==> src/rtl/rst_sequencer_pkg.sv <==
// -----------------------------------------------------------------------------
// rst_seq_pkg: items shared by the reset sequencer.
//   - rst_seq_state_t : sequencer FSM states
//   - DEF_*           : default timing constants for the 12 MHz board clock
//   - max4()          : helper that sizes the shared phase counter
// -----------------------------------------------------------------------------
package rst_seq_pkg;

  typedef enum logic [2:0] {
    RESET_MMCM,
    WAIT_LOCK,
    STABLE,
    REL_IC,
    RUN
  } rst_seq_state_t;

  localparam int unsigned DEF_SYNC_STAGES     = 2;
  localparam int unsigned DEF_STABLE_CYCLES   = 1024;
  localparam int unsigned DEF_STAGE_GAP       = 16;
  localparam int unsigned DEF_LOCK_TIMEOUT    = 120000;  // 10 ms at 12 MHz
  localparam int unsigned DEF_MMCM_RST_CYCLES = 8;
  localparam int unsigned DEF_LOSS_CNT_W      = 8;

  function automatic int unsigned max4(input int unsigned a, input int unsigned b,
                                       input int unsigned c, input int unsigned d);
    int unsigned m;
    m = a;
    if (b > m) m = b;
    if (c > m) m = c;
    if (d > m) m = d;
    return m;
  endfunction

endpackage

==> src/rtl/rst_sequencer_if.sv <==
// -----------------------------------------------------------------------------
// rst_sequencer_if: MMCM lock input and reset/status outputs of the sequencer.
//   lock_in     : MMCM LOCKED, asynchronous to clkin
//   mmcm_rst    : MMCM RST drive, active high
//   ic_rstn     : interconnect reset, active low
//   periph_rstn : peripheral reset, active low
//   ready       : high only while running
//   lock_lost   : sticky, lock dropped after release
//   timeout_err : sticky, lock wait timed out at least once
//   loss_cnt    : saturating lock-loss count (only with RST_SEQ_LOSS_CNT_EN)
// Modports: master = sequencer side, slave = consumer/board side.
// -----------------------------------------------------------------------------
interface rst_sequencer_if
  import rst_seq_pkg::*;
#(
  parameter int unsigned LOSS_CNT_W = DEF_LOSS_CNT_W
) ();

  logic lock_in;
  logic mmcm_rst;
  logic ic_rstn;
  logic periph_rstn;
  logic ready;
  logic lock_lost;
  logic timeout_err;
`ifdef RST_SEQ_LOSS_CNT_EN
  logic [LOSS_CNT_W-1:0] loss_cnt;

  modport master (
    input  lock_in,
    output mmcm_rst, ic_rstn, periph_rstn, ready, lock_lost, timeout_err, loss_cnt
  );
  modport slave (
    output lock_in,
    input  mmcm_rst, ic_rstn, periph_rstn, ready, lock_lost, timeout_err, loss_cnt
  );
`else
  modport master (
    input  lock_in,
    output mmcm_rst, ic_rstn, periph_rstn, ready, lock_lost, timeout_err
  );
  modport slave (
    output lock_in,
    input  mmcm_rst, ic_rstn, periph_rstn, ready, lock_lost, timeout_err
  );
`endif

endinterface

==> src/rtl/rst_sequencer_sync_ff.sv <==
// -----------------------------------------------------------------------------
// sync_ff: STAGES-deep single-bit synchroniser, all flops cleared to 0 by rst.
//   clk : destination clock
//   rst : asynchronous active-high clear
//   d   : asynchronous input
//   q   : synchronised output (last stage)
// Used for MMCM lock sampling and for per-domain reset re-synchronisers.
// -----------------------------------------------------------------------------
module sync_ff #(
  parameter int unsigned STAGES = 2
) (
  input  logic clk,
  input  logic rst,
  input  logic d,
  output logic q
);

  logic [STAGES-1:0] sync_q;
  logic [STAGES-1:0] sync_d;

  always_comb begin
    sync_d = {sync_q[STAGES-2:0], d};
  end

  always_ff @(posedge clk or posedge rst) begin
    if (rst) sync_q <= '0;
    else     sync_q <= sync_d;
  end

  assign q = sync_q[STAGES-1];

endmodule

==> src/rtl/rst_sequencer.sv <==
// -----------------------------------------------------------------------------
// rst_sequencer: reset sequencer downstream of the clock-generation MMCM.
// Pulses the MMCM reset, waits for lock, requires lock to be stable for
// STABLE_CYCLES, then releases ic_rstn and, STAGE_GAP cycles later,
// periph_rstn/ready. Lock timeout or lock loss restarts the MMCM.
//   clkin : free-running 12 MHz board clock
//   rst   : asynchronous active-high reset
//   bus   : rst_sequencer_if.master (lock_in in, resets/status out)
// Optional feature macro: RST_SEQ_LOSS_CNT_EN adds the saturating loss_cnt.
// -----------------------------------------------------------------------------
module rst_sequencer
  import rst_seq_pkg::*;
#(
  parameter int unsigned SYNC_STAGES     = DEF_SYNC_STAGES,
  parameter int unsigned STABLE_CYCLES   = DEF_STABLE_CYCLES,
  parameter int unsigned STAGE_GAP       = DEF_STAGE_GAP,
  parameter int unsigned LOCK_TIMEOUT    = DEF_LOCK_TIMEOUT,
  parameter int unsigned MMCM_RST_CYCLES = DEF_MMCM_RST_CYCLES,
  parameter int unsigned LOSS_CNT_W      = DEF_LOSS_CNT_W
) (
  input logic            clkin,
  input logic            rst,
  rst_sequencer_if.master bus
);

  // One counter serves every timed phase; it tops out at (longest phase - 1).
  localparam int unsigned CNT_MAX = max4(STABLE_CYCLES, STAGE_GAP, LOCK_TIMEOUT,
                                         MMCM_RST_CYCLES);
  localparam int unsigned CNT_W   = $clog2(CNT_MAX + 1);

  localparam logic [CNT_W-1:0] MRC_LAST = CNT_W'(MMCM_RST_CYCLES - 1);
  localparam logic [CNT_W-1:0] LT_LAST  = CNT_W'(LOCK_TIMEOUT - 1);
  localparam logic [CNT_W-1:0] SC_LAST  = CNT_W'(STABLE_CYCLES - 1);
  localparam logic [CNT_W-1:0] GAP_LAST = CNT_W'(STAGE_GAP - 1);

  logic lock_s;

  rst_seq_state_t   state_q, state_d;
  logic [CNT_W-1:0] cnt_q, cnt_d;
  logic             mmcm_rst_q, mmcm_rst_d;
  logic             ic_rstn_q, ic_rstn_d;
  logic             periph_rstn_q, periph_rstn_d;
  logic             ready_q, ready_d;
  logic             lock_lost_q, lock_lost_d;
  logic             timeout_err_q, timeout_err_d;
`ifdef RST_SEQ_LOSS_CNT_EN
  logic [LOSS_CNT_W-1:0] loss_cnt_q, loss_cnt_d;
`endif

  sync_ff #(
    .STAGES (SYNC_STAGES)
  ) u_lock_sync (
    .clk (clkin),
    .rst (rst),
    .d   (bus.lock_in),
    .q   (lock_s)
  );

  // Outputs are registered from the next-state decision, so they change on
  // the same edge as the state they belong to.
  always_comb begin
    state_d       = state_q;
    cnt_d         = cnt_q;
    mmcm_rst_d    = mmcm_rst_q;
    ic_rstn_d     = ic_rstn_q;
    periph_rstn_d = periph_rstn_q;
    ready_d       = ready_q;
    lock_lost_d   = lock_lost_q;
    timeout_err_d = timeout_err_q;
`ifdef RST_SEQ_LOSS_CNT_EN
    loss_cnt_d    = loss_cnt_q;
`endif

    unique case (state_q)
      RESET_MMCM: begin
        // lock_s is deliberately ignored while the MMCM is held in reset
        if (cnt_q == MRC_LAST) begin
          state_d    = WAIT_LOCK;
          cnt_d      = '0;
          mmcm_rst_d = 1'b0;
        end else begin
          cnt_d = cnt_q + CNT_W'(1);
        end
      end

      WAIT_LOCK: begin
        // lock arrival wins over a timeout on the same edge
        if (lock_s) begin
          state_d = STABLE;
          cnt_d   = '0;
        end else if (cnt_q == LT_LAST) begin
          state_d       = RESET_MMCM;
          cnt_d         = '0;
          mmcm_rst_d    = 1'b1;
          timeout_err_d = 1'b1;
        end else begin
          cnt_d = cnt_q + CNT_W'(1);
        end
      end

      STABLE: begin
        // a dropout before release is a glitch: restart the lock wait quietly
        if (!lock_s) begin
          state_d = WAIT_LOCK;
          cnt_d   = '0;
        end else if (cnt_q == SC_LAST) begin
          state_d   = REL_IC;
          cnt_d     = '0;
          ic_rstn_d = 1'b1;
        end else begin
          cnt_d = cnt_q + CNT_W'(1);
        end
      end

      REL_IC, RUN: begin
        // lock loss wins over the stage-gap expiry
        if (!lock_s) begin
          state_d       = RESET_MMCM;
          cnt_d         = '0;
          mmcm_rst_d    = 1'b1;
          ic_rstn_d     = 1'b0;
          periph_rstn_d = 1'b0;
          ready_d       = 1'b0;
          lock_lost_d   = 1'b1;
`ifdef RST_SEQ_LOSS_CNT_EN
          if (loss_cnt_q != '1) loss_cnt_d = loss_cnt_q + LOSS_CNT_W'(1);
`endif
        end else if (state_q == REL_IC) begin
          if (cnt_q == GAP_LAST) begin
            state_d       = RUN;
            cnt_d         = '0;
            periph_rstn_d = 1'b1;
            ready_d       = 1'b1;
          end else begin
            cnt_d = cnt_q + CNT_W'(1);
          end
        end
      end

      default: begin
        state_d       = RESET_MMCM;
        cnt_d         = '0;
        mmcm_rst_d    = 1'b1;
        ic_rstn_d     = 1'b0;
        periph_rstn_d = 1'b0;
        ready_d       = 1'b0;
      end
    endcase
  end

  always_ff @(posedge clkin or posedge rst) begin
    if (rst) begin
      state_q       <= RESET_MMCM;
      cnt_q         <= '0;
      mmcm_rst_q    <= 1'b1;
      ic_rstn_q     <= 1'b0;
      periph_rstn_q <= 1'b0;
      ready_q       <= 1'b0;
      lock_lost_q   <= 1'b0;
      timeout_err_q <= 1'b0;
`ifdef RST_SEQ_LOSS_CNT_EN
      loss_cnt_q    <= '0;
`endif
    end else begin
      state_q       <= state_d;
      cnt_q         <= cnt_d;
      mmcm_rst_q    <= mmcm_rst_d;
      ic_rstn_q     <= ic_rstn_d;
      periph_rstn_q <= periph_rstn_d;
      ready_q       <= ready_d;
      lock_lost_q   <= lock_lost_d;
      timeout_err_q <= timeout_err_d;
`ifdef RST_SEQ_LOSS_CNT_EN
      loss_cnt_q    <= loss_cnt_d;
`endif
    end
  end

  assign bus.mmcm_rst    = mmcm_rst_q;
  assign bus.ic_rstn     = ic_rstn_q;
  assign bus.periph_rstn = periph_rstn_q;
  assign bus.ready       = ready_q;
  assign bus.lock_lost   = lock_lost_q;
  assign bus.timeout_err = timeout_err_q;
`ifdef RST_SEQ_LOSS_CNT_EN
  assign bus.loss_cnt    = loss_cnt_q;
`endif

endmodule

==> src/flat_wrapper.sv <==
// flat-port wrapper written by rule: the top's interface ports become plain ports
module rst_sequencer_flat import rst_seq_pkg::*;
#(
  parameter int unsigned SYNC_STAGES     = DEF_SYNC_STAGES,
  parameter int unsigned STABLE_CYCLES   = DEF_STABLE_CYCLES,
  parameter int unsigned STAGE_GAP       = DEF_STAGE_GAP,
  parameter int unsigned LOCK_TIMEOUT    = DEF_LOCK_TIMEOUT,
  parameter int unsigned MMCM_RST_CYCLES = DEF_MMCM_RST_CYCLES,
  parameter int unsigned LOSS_CNT_W      = DEF_LOSS_CNT_W
)
  (clkin, rst, bus_lock_in, bus_mmcm_rst, bus_ic_rstn, bus_periph_rstn, bus_ready, bus_lock_lost, bus_timeout_err);
  rst_sequencer_if #(.LOSS_CNT_W(LOSS_CNT_W)) bus_i ();
  input logic clkin;
  input logic rst;
  input wire logic [$bits(bus_i.lock_in)-1:0] bus_lock_in;
  output wire logic [$bits(bus_i.mmcm_rst)-1:0] bus_mmcm_rst;
  output wire logic [$bits(bus_i.ic_rstn)-1:0] bus_ic_rstn;
  output wire logic [$bits(bus_i.periph_rstn)-1:0] bus_periph_rstn;
  output wire logic [$bits(bus_i.ready)-1:0] bus_ready;
  output wire logic [$bits(bus_i.lock_lost)-1:0] bus_lock_lost;
  output wire logic [$bits(bus_i.timeout_err)-1:0] bus_timeout_err;
  assign bus_i.lock_in = bus_lock_in;
  assign bus_mmcm_rst = bus_i.mmcm_rst;
  assign bus_ic_rstn = bus_i.ic_rstn;
  assign bus_periph_rstn = bus_i.periph_rstn;
  assign bus_ready = bus_i.ready;
  assign bus_lock_lost = bus_i.lock_lost;
  assign bus_timeout_err = bus_i.timeout_err;
  rst_sequencer #(.SYNC_STAGES(SYNC_STAGES), .STABLE_CYCLES(STABLE_CYCLES), .STAGE_GAP(STAGE_GAP), .LOCK_TIMEOUT(LOCK_TIMEOUT), .MMCM_RST_CYCLES(MMCM_RST_CYCLES), .LOSS_CNT_W(LOSS_CNT_W)) u_core (.clkin(clkin), .rst(rst), .bus(bus_i));
endmodule
==> config.mk <==
export PLATFORM = sky130hd
export DESIGN_NAME = rst_sequencer_flat
export DESIGN_NICKNAME = d
export VERILOG_FILES = /design/src/rtl/rst_sequencer_pkg.sv /design/src/rtl/rst_sequencer_if.sv /design/src/rtl/rst_sequencer_sync_ff.sv /design/src/rtl/rst_sequencer.sv /design/src/flat_wrapper.sv
export SDC_FILE = /design/constraint.sdc
export NUM_CORES = 1
export LEC_CHECK = 0
export ABC_AREA = 1
export CAP_MARGIN = 25
export CORE_MARGIN = 4
export CORE_UTILIZATION = 53
export CTS_CLUSTER_SIZE = 14
export DETAILED_ROUTE_END_ITERATION = 16
export GPL_TIMING_DRIVEN = 0
export PLACE_DENSITY = 0.75
export REMOVE_ABC_BUFFERS = 1
export SETUP_SLACK_MARGIN = 0.05
export SKIP_CTS_REPAIR_TIMING = 1
export SLEW_MARGIN = 30
export SYNTH_ARGS = -nofsm -noshare
export SYNTH_HDL_FRONTEND = slang
export SYNTH_SLANG_ARGS = --single-unit
==> constraint.sdc <==
create_clock -name clkin -period 1.55 [get_ports clkin]
set_input_delay 0.2325 -clock clkin [delete_from_list [all_inputs] [get_ports clkin]]
set_output_delay 0.2325 -clock clkin [all_outputs]
set_load 0.01 [all_outputs]
==> summary.md, run 1 <==
| Metric | Value |
|---|---|
| XOR/XNOR share of the synthesized area | `5.35%` |
| Ratio of cells with drive above 1 in the final layout | `23.9%` |
| Violations in the final reports | `setup timing` |
| Switch share | `44.1%` |
| Most common cell type on the critical path | `nand2_1` |
| Longest Clk Path Bufs | `2` |
| Cell row count | `19` |
| Sequential share of power | `38.6%` |
| Max IR drop VDD | `1.11 mV` |
| Crit path required time | `1.78 ns` |
| Proportion of synthesized area in mux cells | `0%` |
| Fraction of the mapped netlist area in simple logic gates | `40.3%` |
| Post-synthesis instance area | `0.00164 mm2` |
| Clock-pin slew on the worst setup and hold paths | `between 0.1 and 0.15 ns` |
| Placeable core region | `0.00285 mm2` |
| Iteration-0 DRC Markers | `100` |
| Number of vias per cell | `between 5 and 6` |
| Cell-internal power | `1.36 mW` |
| Unrepaired setup endpoints after global routing | `yes` |
| Uppermost layer routed | `met4` |
| Wire length per cell after detailed routing | `around 14 um` |
| Area growth, synth to finish | `21.6%` |
| Critical path's top delay family | `simple AND/OR/NAND/NOR gates` |
| Number of port buffers | `8` |
| Outcome | `complete, but fails checks` |
| Worst slack on hold paths | `0.269 ns` |
| Kind of start point of the critical path | `flip-flop` |
| Crit end category | `flip-flop` |
| Startpoint-to-endpoint class of the critical path | `reg2reg` |
| Level count of the clock H-tree | `1` |
| WP buf/inv | `1` |
| Count of final setup violators | `20` |
| Total die area | `0.00404 mm2` |
| Total of max-cap violations | `0` |
| CTS buffer count | `3` |
| Worst Clk Skew | `~0.0035 ns` |
| First-pass GRT wire length | `5970 um` |
| Remaining antenna violation count after routing | `0` |
| Largest net degree at the start of global routing | `28` |
| Global placer's final weighted congestion | `roughly 0.9` |
| Sequence of cells on the critical path | `ha_4, nand2_2, nor2_2, nand2_2, nor2_4, nand2_1, nand2_1, nand2_2, clkinv_4, nand3_4, nand2_1, nand2_1` |
| Path class of the lowest-slack min-delay path | `in2async` |
| Worst Slack Setup Final | `-0.192 ns` |
| Root Buffer | `clkbuf_4` |
| Clock tree sinks | `27` |
| CP max stage delay | `0.45 ns` |
| Commonest cells after routing, fill and taps aside | `46 x nand2_1, 34 x nor2_1, 23 x nand3_1` |
| CP Max Fanout | `4` |
| Cell type contributing the most total cell area after synthesis | `dfrtp_1` |
| Slew margin rel. | `between 60% and 70%` |
| Share of the yosys chip area belonging to registers | `between 40 and 50%` |
| Most common cell after layout, fill and taps aside | `nand2_1` |
| Tcrit/Tclk final | `112%` |
| Routed wire length | `roughly 3800 um` |
| GRT Total Usage | `between 10% and 20%` |
| Initial antenna violation count | `0` |
| Total global routing overflow | `0` |
| CTS tree | `yes` |
| Met3 wire len | `around 170 um` |
| Power density over cell area | `approximately 1200 mW/mm2` |
| Cells taking the most area after synthesis | `dfrtp_1 40%, nand2_1 11%, nand3_1 8.3%, nor2_1 7.8%, inv_1 5.0%` |
| Compound-Gate Fraction of Synth Area | `between 4 and 5%` |
| Worst Tran Pin Value | `~0.56 ns` |
| Post-synthesis sequential element count | `27` |
| Die Span Y | `around 64 um` |
| Routed met1 length | `1710 um` |
| Boundary pin count | `9` |
| Fin. Hold Viols | `0` |
| CP arrival | `~2 ns` |
| Count of final max-slew check failures | `0` |
| Max frequency | `approximately 570 MHz` |
| Average size of a mapped cell | `approximately 7.4 um2` |
| Final standard cell count with taps included and fillers excluded | `~270` |
| Worst setup path startpoint | `u_core.cnt_q[0]$_DFFE_PP0P_` |
| Count of yosys warnings during synthesis | `0` |
| Overall via count from detail_route | `about 1500` |
| Min cycle time layout | `1.74 ns` |
| Met2 Wirelength | `around 1800 um` |
| Part of the total power dissipated in combinational logic | `between 40% and 50%` |
| Leakage power | `between 0.9 and 1 nW` |
| Width of the die | `approximately 64 um` |
| Dominant combinational cell family by area after synthesis | `simple AND/OR/NAND/NOR gates` |
| Pre-antenna DRT Iters | `10` |
| Placed cell count | `258` |
| Synthesized-area fraction occupied by adder cells | `less than 1%` |
| Clock latency on the worst-skew pair | `about 0.33 ns` |
| Post-detailed-placement half-perimeter wirelength | `about 2500 um` |
| Sw power | `1.08 mW` |
| Netlist cell types | `27` |
| Number of nets in the layout | `approximately 250` |
| Top cell type's share of synthesized area | `between 30% and 40%` |
| Via count of the first global-routing pass | `approximately 1400` |
| Starting density of the core | `between 50% and 60%` |
| Highest-delay cell along the critical path | `dfrtp_1` |
| Number of standard cells after synthesis | `between 200 and 250` |
| Ant. Diodes | `0` |
| Critical R2R Launch | `u_core.cnt_q[0]$_DFFE_PP0P_` |
| DRC violations left | `0` |
| Number of inserted filler cells in the final layout | `216` |
| Clk network pwr share | `between 10% and 20%` |
[cells in the mapped netlist]
| cell | instances |
|---|---|
| nand4_1 | 5 |
| o2bb2ai_1 | 1 |
| dfstp_2 | 1 |
| nand2_4 | 1 |
| nor2_2 | 13 |
| nand2_1 | 48 |
| nor3_2 | 1 |
| a21oi_1 | 4 |
| clkinv_4 | 1 |
| xor2_1 | 7 |
| dfrtp_1 | 26 |
| nand3_2 | 1 |
| buf_4 | 2 |
| inv_2 | 3 |
| o21bai_1 | 1 |
| nor3_1 | 5 |
| buf_2 | 1 |
| nor2_1 | 34 |
| inv_1 | 22 |
| o21ai_1 | 2 |
| nor2_4 | 2 |
| nand3_1 | 27 |
| o21ai_0 | 5 |
| ha_1 | 1 |
| nand2_2 | 4 |
| o31ai_1 | 1 |
| xnor2_1 | 3 |
[routing by layer]
layer | global-route usage [%] | vias to the layer above
met4 | 5.66 | 0
met5 | 0 | -
li1 | - | 751
met1 | 25.2 | 686
met3 | 2.66 | 6
met2 | 29.3 | 39
[cells by family after synthesis]
kind of cell / count (synthesis)
AO/OA/AOI/OAI: 14
XOR/XNOR: 10
adder cells (fa/ha/maj): 1
buffers and inverters: 29
flip-flops: 27
AND/OR/NAND/NOR: 141
[sequential cells by signal (all words and copies together) (netlist names)]
| register | count |
|---|---|
| u_core.u_lock_sync.sync_q | 2 |
| u_core.cnt_q | 17 |
| u_core.bus.periph_rstn | 1 |
| u_core.bus.ic_rstn | 1 |
| u_core.bus.mmcm_rst | 1 |
| u_core.state_q | 3 |
| u_core.bus.timeout_err | 1 |
| u_core.bus.lock_lost | 1 |
[power by group through the flow]
stage / Clock (mW) / Sequential [mW] / Combinational, mW
after floorplan: 0 / 0.935 / 0.596
after global placement: 0 / 0.926 / 0.841
after detailed placement: 0 / 0.927 / 0.859
after CTS: 0.318 / 0.913 / 0.862
after global routing: 0.356 / 0.960 / 1.31
final: 0.305 / 0.941 / 1.19
[area by class of cell]
| class | instances | area, um2 | share of cell area, % |
|---|---|---|---|
| Multi-Input combinational cell | 167 | 942 | 47.3 |
| Sequential cell | 27 | 682 | 34.2 |
| Timing Repair Buffer | 18 | 183 | 9.17 |
| Inverter | 26 | 110 | 5.53 |
| Tap cell | 31 | 38.8 | 1.95 |
| Clock buffer | 3 | 22.5 | 1.13 |
| Timing Repair inverter | 1 | 8.76 | 0.440 |
| Clock inverter | 1 | 5.00 | 0.251 |
[final timing paths]
kind / endpoint / slack (ns) / cells past startpoint
max: u_core.state_q[1]$_DFFE_PP0P_ / -0.19 / 12
min: u_core.cnt_q[2]$_DFFE_PP0P_ / 0.27 / 2
max reg2reg: u_core.state_q[1]$_DFFE_PP0P_ / -0.19 / 12
min reg2reg: u_core.u_lock_sync.sync_q[1]$_DFF_PP0_ / 0.37 / 0
max in group asynchronous: u_core.cnt_q[13]$_DFFE_PP0P_ / 0.88 / 2
min in group clkin: u_core.u_lock_sync.sync_q[0]$_DFF_PP0_ / 0.33 / 1
[through the flow]
step	power (mW)	util (%)	setup slack [ns]	setup TNS [ns]	cell area (um2)
floorplan	1.53	-	-0.0216	-0.0381	1620
global placement	1.77	60.9	-0.479	-4.92	1740
detailed placement	1.79	60.9	-0.490	-5.18	1740
CTS	2.09	61.8	-0.526	-5.95	1760
global route	2.63	69.8	-0.310	-5.94	1990
finish	2.44	69.8	-0.192	-3.56	1990
Note: power is estimated with default switching activity, not from simulation.
==> inputs of run 2 (changes only) <==
Settings changed: CORE_UTILIZATION 53 to 50, HOLD_SLACK_MARGIN set to 0.15, PLACE_DENSITY 0.75 to 0.71.
==> run 2 against run 1 <==
Against the previous run: the run still ends with setup timing left; final cell count increased by 3.3%; total power down 3.8%; global-route usage decreased by 1.5 points; sequential share of layout area rose by 0.29 points; critical path type unchanged.
==> summary.md, run 2 (synthesized netlist as in run 1, its figures left out) <==
| Metric | Value |
|---|---|
| Cell row count | `20 (was 19)` |
| Flip-flop count of the largest register after layout | `17 (unchanged)` |
| Final cell utilization of the core | `63.4% (was 69.8%)` |
| Number of vias per cell | `5.18 (was 5.41)` |
| Fin. Hold Viols | `0 (unchanged)` |
| Count of final max-slew check failures | `0 (unchanged)` |
| Total area of sequential cells | `679 um2 (was 682 um2)` |
| Width of the die | `65.2 um (was 63.6 um)` |
| Pre-antenna DRT Iters | `4 (was 10)` |
| Ant. Diodes | `0 (unchanged)` |
| Power density over cell area | `1190 mW/mm2 (was 1220 mW/mm2)` |
| Biggest regs | `u_core.cnt_q x17, u_core.state_q x3, u_core.u_lock_sync.sync_q x2 (unchanged)` |
| Startpoint-to-endpoint class of the critical path | `reg2reg (unchanged)` |
| DRC violations left | `0 (unchanged)` |
| Wire length per cell after detailed routing | `12.6 um (was 13.7 um)` |
| First-pass GRT wire length | `5510 um (was 5970 um)` |
| Global placer's final weighted congestion | `0.880 (was 0.901)` |
| Worst Clk Skew | `0.00593 ns (was 0.00348 ns)` |
| Die Span Y | `65.2 um (was 63.6 um)` |
| Iteration-0 DRC Markers | `127 (was 100)` |
| CTS buffer count | `3 (unchanged)` |
| Level count of the clock H-tree | `1 (unchanged)` |
| CP Max Fanout | `9 (was 4)` |
| Clock latency on the worst-skew pair | `0.34 ns (was 0.33 ns)` |
| Routed wire length | `3550 um (was 3750 um)` |
| Max IR drop VDD | `0.891 mV (was 1.11 mV)` |
| Number of cells traversed by the worst register-to-register path | `11 (was 12)` |
| Top register by number of flip-flops | `u_core.cnt_q (unchanged)` |
| Number of nets in the layout | `244 (was 248)` |
| Worst Slack Setup Final | `-0.106 ns (was -0.192 ns)` |
| Crit path required time | `1.80 ns (was 1.78 ns)` |
| Total of max-cap violations | `0 (unchanged)` |
| Sum of internal, switching and leakage power | `2.35 mW (was 2.44 mW)` |
| Initial antenna violation count | `0 (unchanged)` |
| Path class of the lowest-slack min-delay path | `in2async (unchanged)` |
| Area growth, synth to finish | `20.2% (was 21.6%)` |
| Number of inserted filler cells in the final layout | `274 (was 216)` |
| Boundary pin count | `9 (unchanged)` |
| GRT Total Usage | `16.7% (was 18.2%)` |
| Most common cell after layout, fill and taps aside | `nand2_1 (unchanged)` |
| Leakage power | `0.924 nW (was 0.938 nW)` |
| Total global routing overflow | `0 (unchanged)` |
| Min cycle time layout | `1.66 ns (was 1.74 ns)` |
| Violations in the final reports | `setup timing (unchanged)` |
| Root Buffer | `clkbuf_4 (unchanged)` |
| Kind of start point of the critical path | `flip-flop (unchanged)` |
| CTS tree | `yes (unchanged)` |
| Count of final setup violators | `20 (unchanged)` |
| CP arrival | `1.91 ns (was 1.98 ns)` |
| Slew margin rel. | `62.3% (was 62.9%)` |
| Via count of the first global-routing pass | `1234 (was 1363)` |
| Reg-to-reg setup timing slack | `-0.11 ns (was -0.19 ns)` |
| Worst Tran Pin Value | `0.564 ns (was 0.555 ns)` |
| Crit end category | `flip-flop (unchanged)` |
| Starting density of the core | `52.8% (was 57.4%)` |
| Longest Clk Path Bufs | `2 (unchanged)` |
| Overall via count from detail_route | `1467 (was 1482)` |
| Ratio of cells with drive above 1 in the final layout | `23.4% (was 23.9%)` |
| Tcrit/Tclk final | `107% (was 112%)` |
| Clock-pin slew on the worst setup and hold paths | `0.16 ns (was 0.14 ns)` |
| Placeable core region | `0.00310 mm2 (was 0.00285 mm2)` |
| Unrepaired setup endpoints after global routing | `yes (unchanged)` |
| Combined area of the multi-input logic cells | `942 um2 (unchanged)` |
| Remaining antenna violation count after routing | `0 (unchanged)` |
| Max frequency | `604 MHz (was 574 MHz)` |
| Post-detailed-placement half-perimeter wirelength | `2430 um (was 2480 um)` |
| Worst setup slack before clock tree synthesis | `-0.519 ns (was -0.490 ns)` |
| Number of port buffers | `8 (unchanged)` |
| Commonest cells after routing, fill and taps aside | `42 x nand2_1, 32 x nor2_1, 24 x nand3_1, 24 x dfrtp_1, 21 x inv_1 (was 46 x nand2_1, 34 x nor2_1, 23 x nand3_1)` |
| Largest net degree at the start of global routing | `28 (unchanged)` |
| Outcome | `complete, but fails checks (unchanged)` |
| Clock tree sinks | `27 (unchanged)` |
| Total die area | `0.00426 mm2 (was 0.00404 mm2)` |
run 2: cell type report:
type,instances,share of cell area (%)
Multi-Input combinational cell,166,47.9
Sequential cell,27,34.5
Tap cell,44,2.80
Clock inverter,1,0.381
Clock buffer,3,1.14
Timing Repair inverter,1,0.445
Inverter,26,5.34
Timing Repair Buffer,15,7.50
run 2: per-stage QoR:
step	cell area (um2)	hold WS, ns	cells	setup TNS, ns
floorplan	1620	0.264	219	-0.0381
global placement	1750	0.342	271	-5.17
detailed placement	1750	0.343	271	-5.36
CTS	1780	0.264	275	-6.12
global route	1970	0.265	283	-4.41
finish	1970	0.239	283	-1.64
run 2: per-layer routing:
metal  vias to the layer above  track usage, %  part of all wire (%)
met4                         0            6.22                   1.8
met3                         8            2.91                   5.9
met5                         -               0                     0
met1                       668            23.9                    47
met2                        48            25.2                    45
li1                        743               -                     -
run 2: critical path, stage by stage, from the launching register on:
cell and delay, ns:
dfrtp_1 0.44, ha_4 0.19, nand2_4 0.06, buf_4 0.14, nor2_1 0.08, nand3_1 0.14, nand2_2 0.12, nand2_2 0.07
inv_2 0.07, nand2_4 0.09, nand3_1 0.10, nand2_1 0.06
run 2: worst paths after layout:
check | start | end
worst min register to register | u_core.u_lock_sync.sync_q[0]$_DFF_PP0_ | u_core.u_lock_sync.sync_q[1]$_DFF_PP0_
max in group asynchronous | rst | u_core.state_q[0]$_DFFE_PP0P_
worst min-delay path | rst | u_core.cnt_q[0]$_DFFE_PP0P_
worst max-delay path | u_core.cnt_q[0]$_DFFE_PP0P_ | u_core.cnt_q[0]$_DFFE_PP0P_
worst max register to register | u_core.cnt_q[0]$_DFFE_PP0P_ | u_core.cnt_q[0]$_DFFE_PP0P_
min in group clkin | bus_lock_in | u_core.u_lock_sync.sync_q[0]$_DFF_PP0_
run 2: report_power, final:
| group | internal, mW | leakage (nW) | switching, mW |
|---|---|---|---|
| clock network | 0.0990 | 0.0139 | 0.229 |
| registers | 0.817 | 0.355 | 0.123 |
| logic | 0.390 | 0.555 | 0.688 |
| total | 1.31 | 0.924 | 1.04 |
==> inputs of run 3 (changes only) <==
Settings changed: CAP_MARGIN 25 to not set, PLACE_DENSITY 0.71 to not set, PLACE_DENSITY_LB_ADDON set to 0.08.
==> run 3 against run 2 <==
Against the previous run: the flow still finishes with violations (setup timing); non-clock buffer count down 1; global-route usage up 0.91 points; final area down 2.6%; clock power about the same; sequential power about the same; routed wire length up 1.3%; first-iteration DRC count down 18%; final cell count down 0.35%; critical endpoint is now u_core.cnt_q[10]$_DFFE_PP0P_.
==> summary.md, run 3 (synthesized netlist as in run 1, its figures left out) <==
| Metric | Value |
|---|---|
| Reg-to-reg setup timing slack | `-0.19 ns (was -0.11 ns)` |
| Sum of internal, switching and leakage power | `2.26 mW (was 2.35 mW)` |
| Critical R2R Launch | `u_core.cnt_q[0]$_DFFE_PP0P_ (unchanged)` |
| First-pass GRT wire length | `5860 um (was 5510 um)` |
| Total global routing overflow | `0 (unchanged)` |
| Width of the die | `65.2 um (unchanged)` |
| Switch share | `43.8% (was 44.3%)` |
| Top register by number of flip-flops | `u_core.cnt_q (unchanged)` |
| Overall via count from detail_route | `1466 (was 1467)` |
| CTS buffer count | `3 (unchanged)` |
| Min cycle time layout | `1.74 ns (was 1.66 ns)` |
| Sw power | `988 uW (was 1.04 mW)` |
| Number of inserted filler cells in the final layout | `288 (was 274)` |
| Max IR drop VDD | `0.661 mV (was 0.891 mV)` |
| Worst setup path startpoint | `u_core.cnt_q[0]$_DFFE_PP0P_ (unchanged)` |
| Global-route layer with the greatest usage | `met2 (unchanged)` |
| Crit path required time | `1.80 ns (about the same)` |
| Outcome | `complete, but fails checks (unchanged)` |
| GRT Total Usage | `17.6% (was 16.7%)` |
| Kind of start point of the critical path | `flip-flop (unchanged)` |
| Clock-pin slew on the worst setup and hold paths | `0.16 ns (about the same)` |
| Via count of the first global-routing pass | `1279 (was 1234)` |
| Global placer's final weighted congestion | `0.896 (was 0.880)` |
| Clock tree sinks | `27 (unchanged)` |
| Iteration-0 DRC Markers | `104 (was 127)` |
| CTS tree | `yes (unchanged)` |
| Clk network pwr share | `14.6% (was 14.0%)` |
| CP Max Fanout | `5 (was 9)` |
| Area growth, synth to finish | `17.0% (was 20.2%)` |
| Total die area | `0.00426 mm2 (unchanged)` |
| Cell row count | `20 (unchanged)` |
| Fin. Hold Viols | `0 (unchanged)` |
| Root Buffer | `clkbuf_4 (unchanged)` |
| TNS Setup | `-2.98 ns (was -1.64 ns)` |
| Tcrit/Tclk final | `112% (was 107%)` |
| Worst Tran Pin Value | `0.561 ns (was 0.564 ns)` |
| CP arrival | `1.99 ns (was 1.91 ns)` |
| Global routing met2 resource utilization | `26.0% (was 25.2%)` |
| Number of cells traversed by the worst register-to-register path | `12 (was 11)` |
| Remaining antenna violation count after routing | `0 (unchanged)` |
| Post-detailed-placement half-perimeter wirelength | `2550 um (was 2430 um)` |
| Highest-delay cell along the critical path | `dfrtp_1 (unchanged)` |
| Unrepaired setup endpoints after global routing | `yes (unchanged)` |
| Starting density of the core | `52.8% (unchanged)` |
| Slew margin rel. | `62.6% (was 62.3%)` |
| Clock latency on the worst-skew pair | `0.35 ns (was 0.34 ns)` |
| Met1 Resource Use GR | `25.9% (was 23.9%)` |
| Leakage power | `0.918 nW (was 0.924 nW)` |
| Max frequency | `575 MHz (was 604 MHz)` |
| Cell-internal power | `1.27 mW (was 1.31 mW)` |
| Path class of the lowest-slack min-delay path | `in2async (unchanged)` |
| Initial antenna violation count | `0 (unchanged)` |
| Biggest regs | `u_core.cnt_q x17, u_core.state_q x3, u_core.u_lock_sync.sync_q x2 (unchanged)` |
| Count of final max-slew check failures | `0 (unchanged)` |
| Total of max-cap violations | `0 (unchanged)` |
| CP max stage delay | `0.46 ns (was 0.44 ns)` |
| Routed wire length | `3600 um (was 3550 um)` |
| Level count of the clock H-tree | `1 (unchanged)` |
| Violations in the final reports | `setup timing (unchanged)` |
| Most common cell after layout, fill and taps aside | `nand2_1 (unchanged)` |
| Sequential share of power | `41.8% (was 40.1%)` |
| Largest net degree at the start of global routing | `28 (unchanged)` |
| Commonest cells after routing, fill and taps aside | `46 x nand2_1, 34 x nor2_1, 26 x dfrtp_1 (was 42 x nand2_1, 32 x nor2_1, 24 x nand3_1, 24 x dfrtp_1, 21 x inv_1)` |
| Ratio of cells with drive above 1 in the final layout | `19.3% (was 23.4%)` |
| Boundary pin count | `9 (unchanged)` |
| Pre-antenna DRT Iters | `4 (unchanged)` |
| Ant. Diodes | `0 (unchanged)` |
| DRC violations left | `0 (unchanged)` |
| Final cell utilization of the core | `61.8% (was 63.4%)` |
| Met3 Use GR | `2.05% (was 2.91%)` |
| Instance area after placement | `0.00175 mm2 (unchanged)` |
| Sequence of cells on the critical path | `ha_4, nand2_4, nor2_2, nand2_2, nor2_4, nand2_1, nand2_1, nand2_2, inv_2, nand3_4, clkinv_4, nor2_1 (was ha_4, nand2_4, buf_4, nor2_1, nand3_1, nand2_2, nand2_2, inv_2, nand2_4, nand3_1, nand2_1)` |
| Worst Clk Skew | `0.00801 ns (was 0.00593 ns)` |
| Longest Clk Path Bufs | `2 (unchanged)` |
| Flip-flop count of the largest register after layout | `17 (unchanged)` |
| Startpoint-to-endpoint class of the critical path | `reg2reg (unchanged)` |
| Worst flop-to-flop path endpoint | `u_core.cnt_q[10]$_DFFE_PP0P_ (was u_core.cnt_q[0]$_DFFE_PP0P_)` |
| Die Span Y | `65.2 um (unchanged)` |
| Number of vias per cell | `5.20 (was 5.18)` |
| Final instance area | `0.00192 mm2 (was 0.00197 mm2)` |
| Power density over cell area | `1180 mW/mm2 (was 1190 mW/mm2)` |
| Worst Slack Setup Final | `-0.190 ns (was -0.106 ns)` |
| Crit path capture | `u_core.cnt_q[10]$_DFFE_PP0P_ (was u_core.cnt_q[0]$_DFFE_PP0P_)` |
| Crit end category | `flip-flop (unchanged)` |
| Number of port buffers | `8 (unchanged)` |
| Wire length per cell after detailed routing | `12.8 um (was 12.6 um)` |
| Count of final setup violators | `20 (unchanged)` |
| Number of nets in the layout | `243 (was 244)` |
| Placeable core region | `0.00310 mm2 (unchanged)` |
| Part of the total power dissipated in combinational logic | `43.6% (was 46.0%)` |
[run 3: cell count changes in the layout (fill, tap and decap cells not counted), moves of 2 or more]
cell	previous run	this run
nand3_4	3	1
nand2_1	42	46
nor2_2	13	11
nand2_2	8	5
dfrtp_2	2	0
dfrtp_1	24	26
nor2_1	32	34
[run 3: area by class of cell]
class / instances / area (um2) / area share, %
Clock buffer: 3 / 22.5 / 1.17
Clock inverter: 1 / 7.51 / 0.392
Inverter: 26 / 103 / 5.35
Multi-Input combinational cell: 166 / 903 / 47.1
Sequential cell: 27 / 677 / 35.3
Tap cell: 44 / 55.1 / 2.87
Timing Repair Buffer: 14 / 140 / 7.31
Timing Repair inverter: 1 / 8.76 / 0.457
[run 3: worst min-delay path by stage]
stage	to	cells past startpoint
6_report	u_core.cnt_q[2]$_DFFE_PP0P_	2
3_5_place_dp	u_core.u_lock_sync.sync_q[1]$_DFF_PP0_	0
5_1_grt	u_core.cnt_q[5]$_DFFE_PP0P_	2
2_1_floorplan	u_core.u_lock_sync.sync_q[0]$_DFF_PP0_	0
4_1_cts	u_core.u_lock_sync.sync_q[0]$_DFF_PP0_	2
3_3_place_gp	u_core.u_lock_sync.sync_q[1]$_DFF_PP0_	0
[run 3: power groups by stage]
| stage | combinational (mW) | clock [mW] | sequential [mW] |
|---|---|---|---|
| after floorplan | 0.596 | 0 | 0.935 |
| after global placement | 0.831 | 0 | 0.924 |
| after detailed placement | 0.849 | 0 | 0.931 |
| after CTS | 0.852 | 0.342 | 0.917 |
| after global routing | 1.10 | 0.372 | 0.960 |
| final | 0.984 | 0.329 | 0.942 |
[run 3: critical path, delay by kind of cell, from the launching register on]
kind	cells	cell delay [ns]
fa+ha+maj	1	0.19
buf+inv	2	0.22
flops	1	0.46
simple gates	9	0.78
[run 3: per-layer routing]
| metal | part of all wire [%] | wire length [um] |
|---|---|---|
| met5 | 0 | 0 |
| met4 | 2.5 | 91 |
| met3 | 5.3 | 192 |
| met2 | 44 | 1580 |
| met1 | 48 | 1730 |
[run 3: metrics by stage]
stage          hold WS (ns)  cells  setup slack, ns
6_report              0.231    282           -0.190
5_1_grt               0.288    282           -0.313
4_1_cts               0.259    275           -0.509
3_5_place_dp          0.346    271           -0.475
3_3_place_gp          0.333    271           -0.428
2_1_floorplan         0.264    219          -0.0216
